File: src/rtl/jedro_1_decoder.sv
// RV32I integer decoder: accepts one instruction, reads rs1/rs2 from a synchronous
// register file and presents ALU operation select plus operands as a one-cycle pulse.
module jedro_1_decoder #(
  parameter int DATA_WIDTH     = 32,
  parameter int ALU_OP_WIDTH   = 4,
  parameter int REG_ADDR_WIDTH = 5
) (
  input  logic                      clk_i,
  input  logic                      rstn_i,
  input  logic [31:0]               instr_i,
  input  logic                      instr_valid_i,
  output logic                      instr_ready_o,
  output logic [REG_ADDR_WIDTH-1:0] rf_addr_a_o,
  output logic [REG_ADDR_WIDTH-1:0] rf_addr_b_o,
  input  logic [DATA_WIDTH-1:0]     rf_data_a_i,
  input  logic [DATA_WIDTH-1:0]     rf_data_b_i,
  output logic [ALU_OP_WIDTH-1:0]   alu_op_sel_o,
  output logic [DATA_WIDTH-1:0]     opa_o,
  output logic [DATA_WIDTH-1:0]     opb_o,
  output logic                      op_ready_o,
  output logic [REG_ADDR_WIDTH-1:0] rd_addr_o,
  output logic                      rd_we_o,
  output logic                      illegal_instr_o
);

  // state | meaning
  // IDLE  | waiting for an instruction, instr_ready_o high
  // READ  | rs1/rs2 addresses presented to the register file
  // ISSUE | register data available, result registered at the exit edge
  typedef enum logic [1:0] {IDLE, READ, ISSUE} state_t;

  localparam logic [6:0] OPC_OP     = 7'b0110011;
  localparam logic [6:0] OPC_OP_IMM = 7'b0010011;
  localparam logic [6:0] OPC_LUI    = 7'b0110111;

  state_t state_q, state_d;
  logic [31:0] instr_q;

  logic [6:0] opcode, funct7;
  logic [4:0] rs1, rs2, rd;
  logic [2:0] funct3;

  logic                    legal;
  logic [ALU_OP_WIDTH-1:0] alu_d;
  logic [DATA_WIDTH-1:0]   opa_d, opb_d, rs1_data, rs2_data;

  assign opcode = instr_q[6:0];
  assign rd     = instr_q[11:7];
  assign funct3 = instr_q[14:12];
  assign rs1    = instr_q[19:15];
  assign rs2    = instr_q[24:20];
  assign funct7 = instr_q[31:25];

  assign instr_ready_o = (state_q == IDLE);
  assign rf_addr_a_o   = REG_ADDR_WIDTH'(rs1);
  assign rf_addr_b_o   = REG_ADDR_WIDTH'(rs2);

  always_ff @(posedge clk_i or negedge rstn_i) begin
    if (!rstn_i) begin
      state_q <= IDLE;
      instr_q <= '0;
    end else begin
      state_q <= state_d;
      if (state_q == IDLE && instr_valid_i) instr_q <= instr_i;
    end
  end

  always_comb begin
    state_d = state_q;
    unique case (state_q)
      IDLE:    if (instr_valid_i) state_d = READ;
      READ:    state_d = ISSUE;
      ISSUE:   state_d = IDLE;
      default: state_d = IDLE;
    endcase
  end

  // x0 reads as zero no matter what the register file returns
  always_comb begin
    legal    = 1'b0;
    alu_d    = '0;
    opa_d    = '0;
    opb_d    = '0;
    rs1_data = (rs1 == 5'd0) ? '0 : rf_data_a_i;
    rs2_data = (rs2 == 5'd0) ? '0 : rf_data_b_i;
    case (opcode)
      OPC_OP: begin
        legal = (funct7 == 7'h00) ||
                (funct7 == 7'h20 && (funct3 == 3'b000 || funct3 == 3'b101));
        alu_d = ALU_OP_WIDTH'({funct7[5], funct3});
        opa_d = rs1_data;
        opb_d = rs2_data;
      end
      OPC_OP_IMM: begin
        opa_d = rs1_data;
        if (funct3 == 3'b001) begin
          legal = (funct7 == 7'h00);
          alu_d = ALU_OP_WIDTH'({1'b0, funct3});
          opb_d = DATA_WIDTH'(instr_q[24:20]);
        end else if (funct3 == 3'b101) begin
          legal = (funct7 == 7'h00) || (funct7 == 7'h20);
          alu_d = ALU_OP_WIDTH'({funct7[5], funct3});
          opb_d = DATA_WIDTH'(instr_q[24:20]);
        end else begin
          legal = 1'b1;
          alu_d = ALU_OP_WIDTH'({1'b0, funct3});
          opb_d = {{(DATA_WIDTH-12){instr_q[31]}}, instr_q[31:20]};
        end
      end
      OPC_LUI: begin
        legal = 1'b1;
        opb_d = DATA_WIDTH'({instr_q[31:12], 12'h000});
      end
      default: legal = 1'b0;
    endcase
  end

  // illegal words leave operand/op registers holding the previous result
  always_ff @(posedge clk_i or negedge rstn_i) begin
    if (!rstn_i) begin
      alu_op_sel_o    <= '0;
      opa_o           <= '0;
      opb_o           <= '0;
      rd_addr_o       <= '0;
      rd_we_o         <= 1'b0;
      op_ready_o      <= 1'b0;
      illegal_instr_o <= 1'b0;
    end else begin
      op_ready_o      <= 1'b0;
      illegal_instr_o <= 1'b0;
      rd_we_o         <= 1'b0;
      if (state_q == ISSUE) begin
        if (legal) begin
          op_ready_o   <= 1'b1;
          alu_op_sel_o <= alu_d;
          opa_o        <= opa_d;
          opb_o        <= opb_d;
          rd_addr_o    <= REG_ADDR_WIDTH'(rd);
          rd_we_o      <= (rd != 5'd0);
        end else begin
          illegal_instr_o <= 1'b1;
        end
      end
    end
  end

endmodule

File: config.mk
export PLATFORM = sky130hd
export DESIGN_NAME = jedro_1_decoder
export DESIGN_NICKNAME = d
export VERILOG_FILES = /design/src/rtl/jedro_1_decoder.sv
export SDC_FILE = /design/constraint.sdc
export NUM_CORES = 1
export LEC_CHECK = 0
export BUFFER_PORTS_ARGS = -buffer_cell sky130_fd_sc_hd__buf_4
export CAP_MARGIN = 20
export CORE_MARGIN = 1
export CORE_UTILIZATION = 53
export CTS_CLUSTER_DIAMETER = 40
export DETAILED_ROUTE_END_ITERATION = 12
export PLACE_DENSITY = 0.85
export REMOVE_ABC_BUFFERS = 1
export SYNTH_ARGS = -nofsm -noshare
export SYNTH_HDL_FRONTEND = slang
export SYNTH_SLANG_ARGS = --single-unit
File: constraint.sdc
create_clock -name clk_i -period 4.6 [get_ports clk_i]
set_clock_uncertainty 0.1 [all_clocks]
set_input_delay 0.69 -clock clk_i [delete_from_list [all_inputs] [get_ports clk_i]]
set_output_delay 0.69 -clock clk_i [all_outputs]
set_load 0.05 [all_outputs]
# [Word level (Yosys, flattened, before mapping)]
# Cells that the tools add are included.
[op_classes] reduce_logical=13 eq_ne=9 mux=20
[op_table] operator="$mux 32" count=5
[op_table] operator="$pmux 32 s3" count=1
[op_table] operator="$eq 7x6->1 const B" count=3
[op_table] operator="$logic_not 5->1" count=2
[op_table] operator="$mux 1" count=8
[op_table] operator="$mux 4" count=2
[op_table] operator="$pmux 4 s2" count=1
[op_table] operator="$eq 7x5->1 const B" count=1
[op_table] operator="$logic_not 7->1" count=1
[op_table] operator="$reduce_bool 5->1" count=1
[op_table] operator="$pmux 2 s2" count=1
[op_table] operator="$eq 3x1->1 const B" count=1
[op_table] operator="$eq 3x3->1 const B" count=1
[op_table] operator="$logic_not 3->1" count=1
[op_table] operator="$logic_or 1x1->1" count=3
[op_table] operator="$pmux 1 s3" count=1
[op_table] operator="$eq 2x1->1 const B" count=1
[op_table] operator="$eq 2x2->1 const B" count=1
[op_table] operator="$logic_and 1x1->1" count=2
[op_table] operator="$logic_not 2->1" count=1
[op_table] operator="$mux 2" count=1
[op_table] operator="$ne 2x2->1 const B" count=1
[op_table] operator="$reduce_and 2->1" count=1
[op_table] operator="$reduce_or 2->1" count=1
[word_totals] output_inout_bits=87 inputBits=99 reg_bits=110 wordCells=51

# [Logic depth before layout (Yosys ltp)]
# Gate-level depths: netlist of the first run.
[depth] depth_word=7 depth_mapped=8 depth_no_buf=6

# [Least setup slack after synthesis of the first run]
# OpenSTA, ideal clock, no wires.
[synth_path] kind="register -> register" from="register state_q[0]" to="register instr_q[10]" n_path_buf=2 required_ns=4.375 period_less_slack_ns=2.476 path_slack_ns=2.124 setup_ns=0.125 stages_incl_launch_ff=6 t_arrival_ns=2.251 path_cell_list="dfrtp_1 nor2_1 and2_1 clkbuf_1 buf_1 mux2_2"
[synth_between] elab_chain_len=2
[synth_lines] element="from (decl)" line_no="36" source="state_t state_q, state_d;"
[synth_lines] element="from (signal assigned)" line_no="63" source="state_q <= state_d;"
[synth_lines] element="$logic_not 2->1"
[synth_lines] element="via instr_ready_o" line_no="12" source="output logic instr_ready_o,"
[synth_lines] element="$logic_and 1x1->1" line_no="64" source="if (state_q == IDLE && instr_valid_i) instr_q <= instr_i;"
[synth_lines] element="to (signal assigned)" line_no="64"
[synth_lines] element="to (decl)" line_no="37" source="logic [31:0] instr_q;"
# The timed path passes the listed nets, and every way through them passes these cells.
# A chain may end at the register's enable or synchronous reset.

# [Final worst setup path of the first run]
[layout_path] from="register instr_q[5]" to="register alu_op_sel_o[2]"
[layout_between] elab_chain_len=3 word_cells_on_any_way=6 cone_classes="3 x eq/ne; 2 x mux; 1 x reduce/logical"
[layout_lines] element="$eq 7x6->1 or $eq 7x5->1 (tied branches)" line_no="86" source="case (opcode)"
[layout_lines] element="$pmux 1 s3" line_no="86"
[layout_lines] element="$reduce_and 2->1 (no source line)"
[layout_lines] element="to (signal assigned)" line_no="135" source="alu_op_sel_o <= alu_d;"
[layout_lines] element="to (decl)" line_no="17" source="output logic [ALU_OP_WIDTH-1:0] alu_op_sel_o,"
# Parallel ways exist; a longest one is shown, timed or not.

==> results of run 1 <==
-- routing by layer --
layer  track usage  wire length [um]  vias to the layer above  share of wire
met5             0                 0                        -              0
met1        0.3595              5335                     2142           0.42
met3       0.05035               787                       19          0.061
met4       0.07922               218                        0          0.017
met2        0.4458              6478                      166           0.51
li1              -                 -                     1934              -
-- cell families (layout without fill, tap and decap cells) --
group           count (synthesis)  after routing
xor+xnor                        1              1
mux                            40             40
simple gates                  132            132
buf+inv                        52            209
compound gates                120            120
flops                         110            110
-- layout make-up --
class	count	area [um^2]	share of cell area
Clock buffer	11	141.4	0.02174
Clock inverter	4	95.09	0.01462
Inverter	3	11.26	0.001732
Multi-Input combinational cell	293	1933	0.2973
Sequential cell	110	2753	0.4233
Tap cell	108	135.1	0.02078
Timing Repair Buffer	191	1434	0.2205
-- report_power, final --
| part | internal [W] | switching [W] | total (W) |
|---|---|---|---|
| clock | 0.000373 | 0.000309 | 0.000682 |
| sequential | 0.00123 | 0.000209 | 0.00144 |
| combinational | 0.000586 | 0.00121 | 0.00180 |
-- cells in the final DEF, fill, tap and decap left out, types with 8 or more instances in the layout --
master,count
buf_4,191
clkbuf_8,10
nand4_1,16
dfrtp_1,110
a2bb2oi_1,9
nand2_1,52
mux2_2,38
nand3_1,21
o21ai_0,67
nor2b_1,8
nor2_1,8
o22a_1,17
-- sequential cells by signal, summed over array words and instances (netlist names) --
| register | flops |
|---|---|
| state_q | 2 |
| alu_op_sel_o | 4 |
| illegal_instr_o | 1 |
| opa_o | 32 |
| rd_addr_o | 5 |
| opb_o | 32 |
| instr_q | 32 |
| rd_we_o | 1 |
| op_ready_o | 1 |
-- per-stage QoR --
| step | power (W) | cells | hold WS, ns | cell area [um^2] |
|---|---|---|---|---|
| after floorplan | 0.002625 | 406 | 0.2944 | 4691 |
| after global placement | 0.003214 | 705 | 0.3421 | 6266 |
| after detailed placement | 0.003259 | 705 | 0.3604 | 6266 |
| after CTS | 0.003941 | 720 | 0.3599 | 6502 |
| after global routing | 0.004091 | 720 | 0.3842 | 6502 |
| final | 0.003923 | 720 | 0.3323 | 6502 |
-- worst paths after layout --
check,from,to,slack (ns),cells past startpoint
setup / recovery,instr_q[5],alu_op_sel_o[2],1.09,6
hold / removal,rstn_i,instr_q[17],0.33,1
setup reg to reg,instr_q[5],alu_op_sel_o[2],1.09,6
hold reg to reg,state_q[1],state_q[1],0.37,1
max in group asynchronous,rstn_i,opb_o[22],2.99,2
min in group clk_i,state_q[1],state_q[1],0.37,1
==> impl_metrics.json, run 1 <==
{
  "fmax_ghz": 0.2849,
  "die_w_um": 98.59,
  "cp_cell_sequence": "and2_1 > a41oi_1 > o311ai_4 > nand2_4 > inv_2 > mux2_2",
  "setup_slack_ns": 1.090,
  "synth_area_leaders": "dfrtp_1 56%, mux2_2 8.7%, o21ai_0 6.8%",
  "avgSynthCellArea_um2": 10.87,
  "fin_setup_tns_ns": 0,
  "synthMuxAreaShare": 0.09261,
  "synth_area_um2": 4945,
  "finalNetCount": 707,
  "synth_most_common_cell": "dfrtp_1",
  "rows": 34,
  "overflow": 0,
  "crit_fanout": 43,
  "dr.pass1.iters": 5,
  "synth-simple-area-share": 0.1356,
  "grt_pass1_vias": 4119,
  "cts_resized": 0,
  "wl_per_cell_um": 17.80,
  "via_count": 4261,
  "drtIter0Drc": 337,
  "end_kind": "flip-flop",
  "clkSlewWorstSetupHoldPaths_ns": 0.10,
  "critPathTopFamily": "simple AND/OR/NAND/NOR gates",
  "clk_latency_ns": 0.36,
  "critPathKind": "reg -> reg",
  "run_status": "completed",
  "netlist.area_leader.share": 0.5567,
  "drt-total-wl_um": 12820,
  "clock_sinks": 110,
  "synth_cell_type_count": 42,
  "chipHeight_um": 98.59,
  "period_needed_ns": 3.510,
  "fill_cells": 653,
  "drive_gt1_frac": 0.4134,
  "maxCapViolCount": 0,
  "hold_buffers": 0,
  "rsz0062_at_grt": "no",
  "cp-start-kind": "flip-flop",
  "grt_max_degree": 72,
  "start_util": 0.5561,
  "synth_compound_area_frac": 0.1597,
  "synthCells": 455,
  "synth_xor_area_frac": 0.001771,
  "post-route-period-util": 0.7631,
  "final_core_util": 0.7314,
  "place.gp.congestion": 0.8493,
  "path_buf_inv": 1,
  "worst_slew_pin_slew_ns": 0.9493,
  "synth_fa_ha_area_frac": 0,
  "power.density_nw_per_um2": 603.4,
  "dpl_worst_slack_ns": 1.207,
  "synth_top_family_by_area": "compound AO/OA/AOI/OAI gates",
  "drc": 0,
  "relSlewSlack": 0.3671,
  "cts_made_buffers": 9,
  "vdd_drop_max_mv": 0.3194,
  "slew_violations": 0,
  "via_per_inst": 5.918,
  "setup_viol": 0,
  "yosys_warnings": 0,
  "io_buffers": 185,
  "ant_nets": 0,
  "hold_path.class": "in -> async",
  "synth_async_sr_flop_share": 1.000,
  "place_hpwl_um": 8938,
  "syn2layout_area_growth_pct": 31.50,
  "grt_pass1_wl_um": 20460,
  "cts_setup_buffers": 0,
  "grt_use_total": 0.2674,
  "io_pins": 186,
  "n_antenna_cell": 0,
  "antenna_found_initial": 0,
  "synthFlopType": "dfrtp_1",
  "ys_seq_area_frac": 0.5567,
  "htree_levels": 3,
  "tritoncts": "done",
  "cp_slowest_stage_delay_ns": 0.80,
  "ys_top_cells_by_count": "110 x dfrtp_1, 67 x o21ai_0, 52 x nand2_1, 38 x mux2_2, 27 x clkbuf_1",
  "core_area_um2": 8891,
  "crit_slowest_cell": "dfrtp_1",
  "finalHoldViolations": 0,
  "cts_root_buffer": "clkbuf_8",
  "ys_ff_latch": 110,
  "yosysTopAreaCell": "dfrtp_1",
  "cp.required_ns": 4.74,
  "fp.dieArea_um2": 9720,
  "p_leak_nw": 2.903,
  "synth_edf_count": 0,
  "cts_buffer_depth": 2,
  "arrival_ns": 3.65
}
Power figures use the tool's default switching activity.
==> inputs of run 2 (changes only) <==
--- a/config.mk
+++ b/config.mk
@@ -8,10 +8,10 @@
 export BUFFER_PORTS_ARGS = -buffer_cell sky130_fd_sc_hd__buf_4
 export CAP_MARGIN = 20
 export CORE_MARGIN = 1
-export CORE_UTILIZATION = 53
+export CORE_UTILIZATION = 49
 export CTS_CLUSTER_DIAMETER = 40
 export DETAILED_ROUTE_END_ITERATION = 12
-export PLACE_DENSITY = 0.85
+export PLACE_DENSITY = 0.8
 export REMOVE_ABC_BUFFERS = 1
 export SYNTH_ARGS = -nofsm -noshare
 export SYNTH_HDL_FRONTEND = slang
==> constraint.sdc (replaced) <==
create_clock -name clk_i -period 3.53 [get_ports clk_i]
set_clock_uncertainty 0.1 [all_clocks]
set_input_delay 0.5295 -clock clk_i [delete_from_list [all_inputs] [get_ports clk_i]]
set_output_delay 0.5295 -clock clk_i [all_outputs]
set_load 0.05 [all_outputs]
==> run 2 against run 1 <==
Sequential share of layout area down 0.19 points. Non-clock buffer count up 4. Clock power up 16%. Highest routed layer unchanged.
==> impl_metrics.json, run 2 (synthesis gave the netlist of run 1 again) <==
{
  "grt_pass1_wl_um": 19800,
  "fill_cells": 785,
  "setup_viol": 0,
  "via_per_inst": 5.660,
  "arrival_ns": 2.90,
  "p_leak_nw": 2.899,
  "layout_commonest_cell": "buf_4",
  "clkSlewWorstSetupHoldPaths_ns": 0.12,
  "hold_buffers": 0,
  "cts_made_buffers": 9,
  "antenna_found_initial": 0,
  "r2r_start": "instr_q[25]",
  "syn2layout_area_growth_pct": 32.11,
  "die_w_um": 102.5,
  "via_count": 4245,
  "crit_fanout": 33,
  "cts_buffer_depth": 2,
  "grt_max_degree": 54,
  "chipHeight_um": 102.5,
  "drtIter0Drc": 251,
  "ant_nets": 0,
  "critPathKind": "reg -> reg",
  "grt_pass1_vias": 3906,
  "fp.dieArea_um2": 10500,
  "htree_levels": 3,
  "finalNetCount": 711,
  "cts_root_buffer": "clkbuf_8",
  "tritoncts": "done",
  "rsz0062_at_grt": "no",
  "place_inst": 734,
  "reg2regPathDepth": 6,
  "period_needed_ns": 2.741,
  "io_buffers": 185,
  "power.density_nw_per_um2": 773.0,
  "final_core_util": 0.6683,
  "drive_gt1_frac": 0.4198,
  "n_antenna_cell": 0,
  "largestRegisters": "instr_q: 32 flops, opa_o: 32 flops, opb_o: 32 flops",
  "drc": 0,
  "met2_usage": 0.3918,
  "cts_setup_buffers": 0,
  "timing.rr.end": "alu_op_sel_o[3]",
  "finalPower_w": 0.005050,
  "finalNonFillerCells": 750,
  "clk_latency_ns": 0.38,
  "start_util": 0.5059,
  "met3_usage": 0.04378,
  "vdd_drop_max_mv": 0.3443,
  "place.gp.congestion": 0.8252,
  "run_status": "completed",
  "grt.busiest_layer": "met2",
  "grt_use_total": 0.2467,
  "dr.pass1.iters": 4,
  "hold_ws_ns": 0.06251,
  "post-route-period-util": 0.7766,
  "fin_setup_tns_ns": 0,
  "r2r_slack_ns": 0.79,
  "cp.required_ns": 3.69,
  "rows": 36,
  "io_pins": 186,
  "use_met1": 0.3375,
  "layout_common_cells": "195 x buf_4, 110 x dfrtp_1, 67 x o21ai_0",
  "maxCapViolCount": 0,
  "place_hpwl_um": 9312,
  "hold_path.class": "in -> async",
  "clock_sinks": 110,
  "drt-total-wl_um": 13310,
  "worst_slew_pin_slew_ns": 0.8821,
  "cts_resized": 0,
  "wl_per_cell_um": 17.75,
  "end_kind": "flip-flop",
  "relSlewSlack": 0.4120,
  "fmax_ghz": 0.3648,
  "core_area_um2": 9774,
  "slew_violations": 0,
  "overflow": 0,
  "finalHoldViolations": 0,
  "cp-start-kind": "flip-flop"
}
## run 2: cell types whose count changed in the layout (fill, tap and decap cells not counted), sizes merged
| cell | previous run | this run |
|---|---|---|
| buf | 191 | 195 |
| bufinv | 3 | 1 |
| clkbuf | 11 | 10 |
| clkinv | 1 | 0 |
| clkinvlp | 0 | 2 |
| inv | 3 | 6 |
## run 2: routing by layer
layer	wire, um	up-vias
li1	-	1939
met1	5558	2113
met2	6656	163
met3	719	30
met4	379	0
met5	0	-
## run 2: report_power, final
| part | internal, W | total (W) | switching (W) | leakage, nW |
|---|---|---|---|---|
| Clock | 0.000341 | 0.000794 | 0.000453 | 0.0969 |
| Sequential | 0.00161 | 0.00187 | 0.000261 | 1.30 |
| Combinational | 0.000774 | 0.00239 | 0.00161 | 1.51 |
| Total | 0.00272 | 0.00505 | 0.00233 | 2.90 |
## run 2: cell type report
cell class / instances / area (um^2) / share of cell area
clock buffers: 10 / 127.6 / 0.01954
clock inverters: 6 / 76.32 / 0.01168
inverters: 3 / 11.26 / 0.001724
multi-input cells: 293 / 1934 / 0.2961
flip-flops and latches: 110 / 2753 / 0.4214
well taps: 133 / 166.4 / 0.02547
repair buffers: 195 / 1464 / 0.2241
## run 2: worst max-delay path, stage by stage (launching register included)
cell,delay [ns]
dfrtp_1,0.44
nor4_4,0.38
a311oi_2,0.19
o311ai_4,0.53
nand2_4,0.09
inv_2,0.50
mux2_2,0.40
## run 2: worst max path at each step
stage	from	endpoint
after floorplan	instr_q[17]	opa_o[0]
after global placement	instr_q[25]	alu_op_sel_o[2]
after detailed placement	instr_q[25]	alu_op_sel_o[1]
after CTS	instr_q[25]	alu_op_sel_o[3]
after global routing	instr_q[2]	opb_o[21]
final	instr_q[25]	alu_op_sel_o[3]
## run 2: metrics by stage
step / cell area, um^2 / setup slack [ns]
global placement: 6329 / 0.9291
finish: 6533 / 0.7886
CTS: 6533 / 0.8195
detailed placement: 6329 / 0.8343
floorplan: 4691 / 0.6067
global route: 6533 / 0.5980
